==> config.mk <==
export PLATFORM = sky130hd
export DESIGN_NAME = norm_adjust_p
export DESIGN_NICKNAME = d
export VERILOG_FILES = /design/src/rtl/norm_adjust_p_pkg.sv /design/src/rtl/lzc_p.sv /design/src/rtl/norm_adjust_p.sv
export SDC_FILE = /design/constraint.sdc
export NUM_CORES = 1
export LEC_CHECK = 0
export CORE_ASPECT_RATIO = 1.5
export CORE_MARGIN = 2
export CORE_UTILIZATION = 56
export DETAILED_ROUTE_END_ITERATION = 10
export PLACE_DENSITY = 0.78
export SYNTH_ARGS = -nofsm -noshare
export SYNTH_HDL_FRONTEND = slang
export SYNTH_HIERARCHICAL = 1
export SYNTH_SLANG_ARGS = --single-unit
export TNS_END_PERCENT = 1
==> constraint.sdc <==
create_clock -name clk -period 6.6 [get_ports clk]
set_clock_uncertainty 0.2 [all_clocks]
set_input_delay 1.32 -clock clk [delete_from_list [all_inputs] [get_ports clk]]
set_output_delay 1.32 -clock clk [all_outputs]
set_load 0.02 [all_outputs]
==> src/rtl/norm_adjust_p_pkg.sv <==
// Shared definitions for the posit normalisation/adjust block.
//   - default parameter constants for mantissa, exponent and regime widths
//   - FSM state encoding used by norm_adjust_p
package norm_adjust_p_pkg;

  localparam int unsigned MANT_W_D = 64;
  localparam int unsigned ES_D     = 3;
  localparam int unsigned EXP_W_D  = 10;
  localparam int unsigned K_W_D    = 6;
  localparam int unsigned STEP_D   = 8;

  typedef enum logic [1:0] {
    ST_IDLE  = 2'd0,
    ST_SHIFT = 2'd1,
    ST_OUT   = 2'd2
  } state_t;

endpackage

==> src/rtl/lzc_p.sv <==
// Parametrised leading-zero counter.
//   data     : word to scan (MSB first)
//   cnt      : number of leading zeros (W when data is all zero)
//   all_zero : data == 0
module lzc_p #(
  parameter int unsigned W     = 64,
  parameter int unsigned CNT_W = $clog2(W) + 1
) (
  input  logic [W-1:0]     data,
  output logic [CNT_W-1:0] cnt,
  output logic             all_zero
);

  // Scan from LSB upward so the highest set bit wins.
  always_comb begin
    cnt = CNT_W'(W);
    for (int i = 0; i < int'(W); i++) begin
      if (data[i]) cnt = CNT_W'(W - 1 - i);
    end
  end

  assign all_zero = ~|data;

endmodule

==> src/rtl/norm_adjust_p.sv <==
// Normalises a mantissa product to the 01.xxx form, tracks the scale, and
// splits the clamped scale into posit exponent and regime fields.
//   clk, rst_n                    : clock, async active-low reset
//   in_valid/in_ready             : operand handshake (E_raw, mant_prod, sign_in)
//   out_valid/out_ready           : result handshake
//   mant_adj, adj_exp, adj_k      : normalised mantissa, exponent field, signed regime
//   sign_out, sticky, zero        : latched sign, dropped-bit OR, zero-input flag
//   ovf, unf                      : scale clamped to max / min
//   shift_cnt                     : total shift distance applied
module norm_adjust_p
  import norm_adjust_p_pkg::*;
#(
  parameter int unsigned MANT_W = MANT_W_D,
  parameter int unsigned ES     = ES_D,
  parameter int unsigned EXP_W  = EXP_W_D,
  parameter int unsigned K_W    = K_W_D,
  parameter int unsigned STEP   = STEP_D
) (
  input  logic                        clk,
  input  logic                        rst_n,
  input  logic                        in_valid,
  output logic                        in_ready,
  input  logic signed [EXP_W-1:0]     E_raw,
  input  logic [MANT_W-1:0]           mant_prod,
  input  logic                        sign_in,
  output logic                        out_valid,
  input  logic                        out_ready,
  output logic [MANT_W-1:0]           mant_adj,
  output logic [ES-1:0]               adj_exp,
  output logic signed [K_W-1:0]       adj_k,
  output logic                        sign_out,
  output logic                        sticky,
  output logic                        zero,
  output logic                        ovf,
  output logic                        unf,
  output logic [$clog2(MANT_W):0]     shift_cnt
);

  localparam int unsigned CNT_W   = $clog2(MANT_W) + 1;
  localparam int unsigned SCALE_W = EXP_W + 1;
  localparam int unsigned CL_W    = ES + K_W;

  localparam int SMAX_I = (1 << (ES + K_W - 1)) - 1;
  localparam int SMIN_I = -(1 << (ES + K_W - 1));

  localparam logic signed [SCALE_W-1:0] SMAX_S = SCALE_W'(SMAX_I);
  localparam logic signed [SCALE_W-1:0] SMIN_S = SCALE_W'(SMIN_I);
  localparam logic [CL_W-1:0]           CL_MAX = CL_W'(SMAX_I);
  localparam logic [CL_W-1:0]           CL_MIN = CL_W'(SMIN_I);

  state_t                     state;
  logic [MANT_W-1:0]          mant_work;
  logic signed [SCALE_W-1:0]  scale;
  logic                       sticky_w;
  logic [CNT_W-1:0]           cnt;
  logic                       sign_l;

  logic [CNT_W-1:0]           lz;
  logic                       all_zero;
  logic [CNT_W-1:0]           lz_m1;
  logic [CNT_W-1:0]           d;
  logic                       ovf_c;
  logic                       unf_c;
  logic [CL_W-1:0]            clamped_c;

  lzc_p #(
    .W     (MANT_W),
    .CNT_W (CNT_W)
  ) u_lzc (
    .data     (mant_work),
    .cnt      (lz),
    .all_zero (all_zero)
  );

  // Left-shift distance leaves the leading one at MSB-1; clamp of the scale.
  always_comb begin
    lz_m1     = lz - CNT_W'(1);
    d         = (lz_m1 < CNT_W'(STEP)) ? lz_m1 : CNT_W'(STEP);
    ovf_c     = (scale > SMAX_S);
    unf_c     = (scale < SMIN_S);
    clamped_c = ovf_c ? CL_MAX : (unf_c ? CL_MIN : CL_W'(scale));
  end

  // Control FSM with registered handshake and result outputs.
  always_ff @(posedge clk or negedge rst_n) begin
    if (!rst_n) begin
      state     <= ST_IDLE;
      in_ready  <= 1'b0;
      out_valid <= 1'b0;
      mant_work <= '0;
      scale     <= '0;
      sticky_w  <= 1'b0;
      cnt       <= '0;
      sign_l    <= 1'b0;
      mant_adj  <= '0;
      adj_exp   <= '0;
      adj_k     <= '0;
      sign_out  <= 1'b0;
      sticky    <= 1'b0;
      zero      <= 1'b0;
      ovf       <= 1'b0;
      unf       <= 1'b0;
      shift_cnt <= '0;
    end else begin
      unique case (state)
        ST_IDLE: begin
          if (in_valid && in_ready) begin
            mant_work <= mant_prod;
            scale     <= SCALE_W'(E_raw);
            sticky_w  <= 1'b0;
            cnt       <= '0;
            sign_l    <= sign_in;
            in_ready  <= 1'b0;
            state     <= ST_SHIFT;
          end else begin
            in_ready <= 1'b1;
          end
        end

        ST_SHIFT: begin
          if (all_zero) begin
            mant_adj  <= '0;
            adj_exp   <= '0;
            adj_k     <= '0;
            zero      <= 1'b1;
            ovf       <= 1'b0;
            unf       <= 1'b0;
            sticky    <= sticky_w;
            shift_cnt <= cnt;
            sign_out  <= sign_l;
            out_valid <= 1'b1;
            state     <= ST_OUT;
          end else if (mant_work[MANT_W-1]) begin
            // Product overflowed into the top bit: one right shift.
            mant_work <= mant_work >> 1;
            sticky_w  <= sticky_w | mant_work[0];
            scale     <= scale + SCALE_W'(1);
            cnt       <= cnt + CNT_W'(1);
          end else if (!mant_work[MANT_W-2]) begin
            mant_work <= mant_work << d;
            scale     <= scale - $signed(SCALE_W'(d));
            cnt       <= cnt + d;
          end else begin
            mant_adj  <= mant_work;
            adj_exp   <= clamped_c[ES-1:0];
            adj_k     <= clamped_c[CL_W-1:ES];
            zero      <= 1'b0;
            ovf       <= ovf_c;
            unf       <= unf_c;
            sticky    <= sticky_w;
            shift_cnt <= cnt;
            sign_out  <= sign_l;
            out_valid <= 1'b1;
            state     <= ST_OUT;
          end
        end

        ST_OUT: begin
          if (out_ready) begin
            out_valid <= 1'b0;
            in_ready  <= 1'b1;
            state     <= ST_IDLE;
          end
        end

        default: state <= ST_IDLE;
      endcase
    end
  end

endmodule
[Word-level counts from Yosys, hierarchy flattened]
Index checks and enable logic that the tools add are counted.
Word-level totals
  bits in registers: 173
  input port bits: 79
  output and inout port bits: 87
  word-level logic and storage cells: 180
Operators by class
  add/sub/neg operators: 5
  order comparisons: 3
  eq/ne operators: 11
  shift-type cells: 1
  mux-type cells: 127
  bitwise logic cells: 1
  reduce and logical (&&, ||, !) cells: 14
Operator list (count)
  7-bit 2-to-1 mux: 72
  64-bit 2-to-1 mux: 7
  64-bit one-hot mux with 2 select lines: 1
  64-bit OR reduction: 1
  64-bit by 7-bit << shifter with 64-bit output: 1
  11-bit 2-to-1 mux: 4
  1-bit 2-to-1 mux: 24
  11-bit one-hot mux with 2 select lines: 1
  6-bit 2-to-1 mux: 3
  9-bit 2-to-1 mux: 2
  4-bit AND reduction: 4
  7-bit one-hot mux with 2 select lines: 1
  11-bit by 2-bit adder with 11-bit output, second input constant: 1
  11-bit by 9-bit greater-than comparator with 1-bit output, second input constant: 1
  11-bit by 9-bit less-than comparator with 1-bit output, second input constant: 1
  11-bit by 8-bit subtractor with 11-bit output: 1
  2-bit 2-to-1 mux: 5
  2-bit != test, second input constant: 5
  3-bit 2-to-1 mux: 3
  3-bit != test, second input constant: 3
  7-bit by 1-bit adder with 7-bit output, second input constant: 1
  7-bit adder: 1
  7-bit by 4-bit less-than comparator with 1-bit output, second input constant: 1
  7-bit by 1-bit subtractor with 7-bit output, second input constant: 1
  11 further kinds: 17

[Depth between registers and ports, before layout]
Gate-level depths: netlist of the first run.
  depth in word-level cells: 72
  gate-level depth with buffers: 27
  mapped depth without buffers: 22

[Hierarchy]
The synthesis of the first run kept the hierarchy.
Modules (own cells, without submodules)
  norm_adjust_p: times used 1, cells each 1330, area an instance 11313.4 µm², seq. area each 4304.1 µm²
  lzc_p: times used 1, cells each 148, area an instance 850.8 µm², seq. area each 0.0 µm²

[Least setup slack after synthesis of the first run]
Ideal clock, no wire load.
  kind: reg2reg
  start point: register mant_work[51]
  end point: register scale[10]
  library setup time: 69 ps
  arrival time: 5537 ps
  data required time: 6331 ps
  path slack: 793 ps
  stages on the path, launching flop included: 26
  buffers on the path: 5
  period minus slack after synthesis: 5807 ps
  cells stage by stage: dfrtp_1 > or3_1 > nor3_1 > nand2_1 > o311ai_1 > buf_6 > inv_1 > clkbuf_1 > ha_1 > nor3b_2 > xnor2_1 > and3_1 > buf_2 > inv_2 > buf_2 > buf_1 > ha_1 > nor2b_1 > fa_1 > a211oi_1 > o21ai_0 > a31o_2 > a21oi_1 > xor2_1 > or3_1 > nand3_1
On the way
  word-level cells in the longest chain between the ends: 21
  elaborated cells on any way between the ends: 24
  classes of those cells: add/sub: 2; order compare: 1; eq/ne: 1; mux: 18; reduce/logical: 2
Ends and longest elaborated chain
  start: declaration: RTL line norm_adjust_p.sv:52  | logic [MANT_W-1:0] mant_work;
  start signal: assignment: RTL line norm_adjust_p.sv:108  | mant_work <= mant_prod;
  start signal: assignment: RTL line norm_adjust_p.sv:135  | mant_work <= mant_work >> 1;
  start signal: assignment: RTL line norm_adjust_p.sv:140  | mant_work <= mant_work << d;
  7-bit 2-to-1 mux * (13 in a row): RTL line lzc_p.sv:18  | if (data[i]) cnt = CNT_W'(W - 1 - i);
  via lz[0]: RTL line norm_adjust_p.sv:58  | logic [CNT_W-1:0] lz;
  7-bit by 1-bit subtractor with 7-bit output *: RTL line norm_adjust_p.sv:77  | lz_m1 = lz - CNT_W'(1);
  7-bit by 4-bit less-than comparator with 1-bit output: RTL line norm_adjust_p.sv:78  | d = (lz_m1 < CNT_W'(STEP)) ? lz_m1 : CNT_W'(STEP);
  7-bit 2-to-1 mux *: RTL line norm_adjust_p.sv:78
  11-bit by 8-bit subtractor with 11-bit output *: RTL line norm_adjust_p.sv:141  | scale <= scale - $signed(SCALE_W'(d));
  11-bit 2-to-1 mux *: RTL line norm_adjust_p.sv:139  | end else if (!mant_work[MANT_W-2]) begin
  11-bit 2-to-1 mux *: RTL line norm_adjust_p.sv:133  | end else if (mant_work[MANT_W-1]) begin
  11-bit 2-to-1 mux *: RTL line norm_adjust_p.sv:121  | if (all_zero) begin
  11-bit one-hot mux with 2 select lines *: RTL line norm_adjust_p.sv:105  | unique case (state)
  end signal: assignment: RTL line norm_adjust_p.sv:109  | scale <= SCALE_W'(E_raw);
  end signal: assignment: RTL line norm_adjust_p.sv:137  | scale <= scale + SCALE_W'(1);
  end signal: assignment: RTL line norm_adjust_p.sv:141
  end: declaration: RTL line norm_adjust_p.sv:53  | logic signed [SCALE_W-1:0] scale;
The timed path passes the listed nets; every way through them passes the cells marked *. The select of a mux whose other input is x is not followed.
A chain may end at the register's enable or synchronous reset.

[Worst setup path in the final report of the first run]
  start point: register mant_work[28]
  end point: register scale[10]
On the way
  word-level cells in the longest chain between the ends: 44
  elaborated cells on any way between the ends: 47
  classes of those cells: add/sub: 2; order compare: 1; eq/ne: 1; mux: 41; reduce/logical: 2
Ends and longest elaborated chain (RTL line)
  7-bit 2-to-1 mux * (36 in a row): lzc_p.sv:18
  via lz[2]: norm_adjust_p.sv:58
  7-bit by 1-bit subtractor with 7-bit output *: norm_adjust_p.sv:77
  7-bit by 4-bit less-than comparator with 1-bit output: norm_adjust_p.sv:78
  7-bit 2-to-1 mux *: norm_adjust_p.sv:78
  11-bit by 8-bit subtractor with 11-bit output *: norm_adjust_p.sv:141
  11-bit 2-to-1 mux *: norm_adjust_p.sv:139
  11-bit 2-to-1 mux *: norm_adjust_p.sv:133
  11-bit 2-to-1 mux *: norm_adjust_p.sv:121
  11-bit one-hot mux with 2 select lines *: norm_adjust_p.sv:105
Marked as above.

==> summary.md, run 1 <==
| Metric | Value |
|---|---|
| Status | complete, but fails checks |
| Violated checks | design-rule violations, max-capacitance violations, max-slew violations |
| Routed WL | 49200 µm |
| Main synth FF type | dfrtp_1 |
| I/O pin cnt | 166 |
| Crit path kind | reg2reg |
| Drt wl/cell | 26.4 µm |
| Yosys warnings | 6 |
| Post-route ant nets | 0 |
| Number of fill cells | 1806 |
| Hold Violations, Final | 0 |
| Setup repair bufs after CTS | 0 |
| Yosys reg bits | 172 |
| ANT cells | 0 |
| CTS max path bufs | 2 |
| Vias in the first global route | 13019 |
| Syn_area_per_cell | 8.23 µm² |
| Nets@finish | 1681 |
| Post-CTS Hold Fix Bufs | 0 |
| RSZ-0062 raised after global routing | false |
| Critical path startpoint category | flip-flop |
| Post-DP HPWL | 33400 µm |
| Achievable frequency | 167 MHz |
| EDFF count, synth | 0 |
| Sink Count | 172 |
| Initial Utilization | 56.7% |
| CTS Buf Count | 17 |
| First-pass GRT wire length | 75100 µm |
| CTS HTree Levels | 4 |
| WP data arrival | 6.16 ns |
| Vias per cell | 7.12 |
| CTS resizes | 0 |
| HP Start | adj_k[2]$_DFFE_PN0P_ |
| Sequential fraction of the synthesis area | 35.4% |
| Drt pass-1 iters | 10 |
| Tot GR Track Use | 42.0% |
| Die Y | 185 µm |
| Max transition margin | -1.89% |
| Worst-path clk slew | 0.07 ns |
| DR vias | 13291 |
| Synth Cell Area | 12200 µm² |
| Final setup fails | 0 |
| Setup TNS | 0 ns |
| Crit Path Max Fanout | 12 |
| Cell count after synthesis | 1478 |
| Synth unique cells | 82 |
| Clock latency on the worst-skew pair | 0.45 ns |
| DIE AREA | 22900 µm² |
| # rows | 66 |
| CTS tree | built |
| Crit path capture type | flip-flop |
| GR Overflow Total | 0 |
| Port Buffers | 164 |
| Final slew viol count | 10 |
| Root Buffer | clkbuf_16 |
| Total core area | 21500 µm² |
| Final period util | 90.5% |
| DRC violation count after routing | 1 |
| Largest net degree at the start of global routing | 89 |
| Starting DRC count in detailed routing | 1980 |
| Antenna violations before repair | 0 |
| Placer Congestion | 1.05 |
| Worst path required time | 6.79 ns |
| Maxcap violations | 1 |
| Fin crit period | 5.97 ns |
| FFs w/ async S/R, synth | 100% |
| Share of cells above drive strength 1 | 7.47% |
| Area grow syn2layout | 19.6% |
| DIE WIDTH | 124 µm |
| Worst hold path class | reg2reg |
| Worst slew pin tran | 1.52 ns |
| Worst Setup SP | mant_work[28]$_DFFE_PN0P_ |
| RR Startpoint | mant_work[28]$_DFFE_PN0P_ |
==> state kept, by name, indices dropped and copies added, names as in the netlist, 2 cells and up <==
name	count
shift_cnt	7
mant_work	64
mant_adj	63
scale	11
adj_exp	3
state	2
cnt	7
adj_k	6
==> worst paths after layout <==
| kind | end | slack, ns | depth (start not counted) |
|---|---|---|---|
| min in group asynchronous | sign_l$_DFFE_PN0P_ | 0.70 | 1 |
| worst min register to register | adj_k[2]$_DFFE_PN0P_ | 0.29 | 2 |
| worst min-delay path | adj_k[2]$_DFFE_PN0P_ | 0.29 | 2 |
| worst max register to register | scale[10]$_DFFE_PN0P_ | 0.63 | 20 |
| max in group asynchronous | mant_work[48]$_DFFE_PN0P_ | 4.51 | 2 |
| worst max-delay path | scale[10]$_DFFE_PN0P_ | 0.63 | 20 |
==> stage by stage <==
stage	utilization [%]	std cells	hold slack, ns	instance area (µm²)	setup slack [ns]
final	67.8	1866	0.293	14600	0.626
after global routing	67.8	1866	0.320	14600	0.365
after CTS	67.8	1866	0.296	14600	0.807
after detailed placement	65.1	1835	0.274	14000	0.846
after global placement	65.1	1835	0.268	14000	0.983
after floorplan	-	1480	0.259	12200	0.793
==> worst max-delay path, stage by stage (launching register included) <==
cell	delay, ns
dfrtp_1	0.53
nor4_1	0.57
nand2b_1	0.20
a31oi_1	0.09
or4_1	0.39
o21ai_0	0.68
nor4_1	0.18
or3_4	0.41
nor3_4	0.23
clkinv_1	0.12
ha_1	0.26
xnor2_1	0.18
nor2_1	0.06
ha_1	0.35
a211oi_1	0.31
o21ai_0	0.21
a31o_2	0.29
a21oi_1	0.17
xor2_1	0.09
or3_1	0.32
nand3_1	0.07
==> layout by cell type, fill, tap and decap left out, drive strengths merged, types with 5 or more instances in the layout <==
cell and count:
or4 5, o31ai 5, a22o 68, xor2 8, inv 26, a221o 13
or3 7, xnor2 7, o211ai 22, ha 18, mux2i 59, a211oi 28
nor2b 15, mux2 19, nor3 68, clkbuf 19, a221oi 32, clkinv 6
a21o 7, nor4 19, o221ai 6, and3 14, dfrtp 172, o21ai 72
nand2b 10, a22oi 6, o22ai 28, a21oi 109, o21a 10, nand3 77
a31oi 29, o21bai 6, clkdlybuf4s50 163, nand2 182, nor2 142, buf 42
==> area by class of cell <==
class                   instances  area (µm²)  share of cell area [%]
multi-input cells            1161        7270                    50.0
clock inverters                12         136                   0.937
flip-flops and latches        172        4310                    29.6
inverters                      25        93.8                   0.645
clock buffers                  19         443                    3.04
repair buffers                205        1960                    13.5
well taps                     272         340                    2.34
==> kinds of logic after synthesis <==
group	Yosys count	share of synthesized area (%)
flip-flops	172	35.4
AND/OR/NAND/NOR	555	21.1
XOR/XNOR	15	1.08
other	1	0.0308
multiplexers	81	7.17
adder cells (fa/ha/maj)	20	2.18
buffers and inverters	147	5.33
AO/OA/AOI/OAI	487	27.8
==> metal layers <==
metal,vias up,global-route usage [%],part of all wire (%)
met3,267,8.80,10
met4,0,32.1,8.0
met2,1004,67.2,46
met5,-,0,0
met1,6276,49.6,36
li1,5744,-,-
==> Yosys cell counts (17+ instances only) <==
master    instances  area (µm²)
clkbuf_1         88         330
a21oi_1         109         546
a221oi_1         32         280
o22ai_1          28         175
nor2_1          142         533
a31oi_1          28         175
o21ai_0          71         355
dfrtp_1         172        4300
nand3_1          77         385
nand2_1         182         683
mux2i_1          59         591
a211oi_1         27         203
ha_1             18         225
mux2_2           19         214
nor3_1           65         325
nor4_1           17         106
a22o_1           68         596
o211ai_1         22         165
inv_1            21        78.8
Power of run 1 is not shown: default switching activity piles up to over one toggle a cycle in this logic, so the estimate is an artifact.
==> run 2, diff against run 1 <==
--- a/constraint.sdc
+++ b/constraint.sdc
@@ -4,2 +4,2 @@
 set_output_delay 1.32 -clock clk [all_outputs]
-set_load 0.02 [all_outputs]
+set_load 0.05 [all_outputs]
==> results of run 2 <==
The final DEF is identical to that of run 1; final timing and power are the same.
Power of run 2 is left out for the same reason.
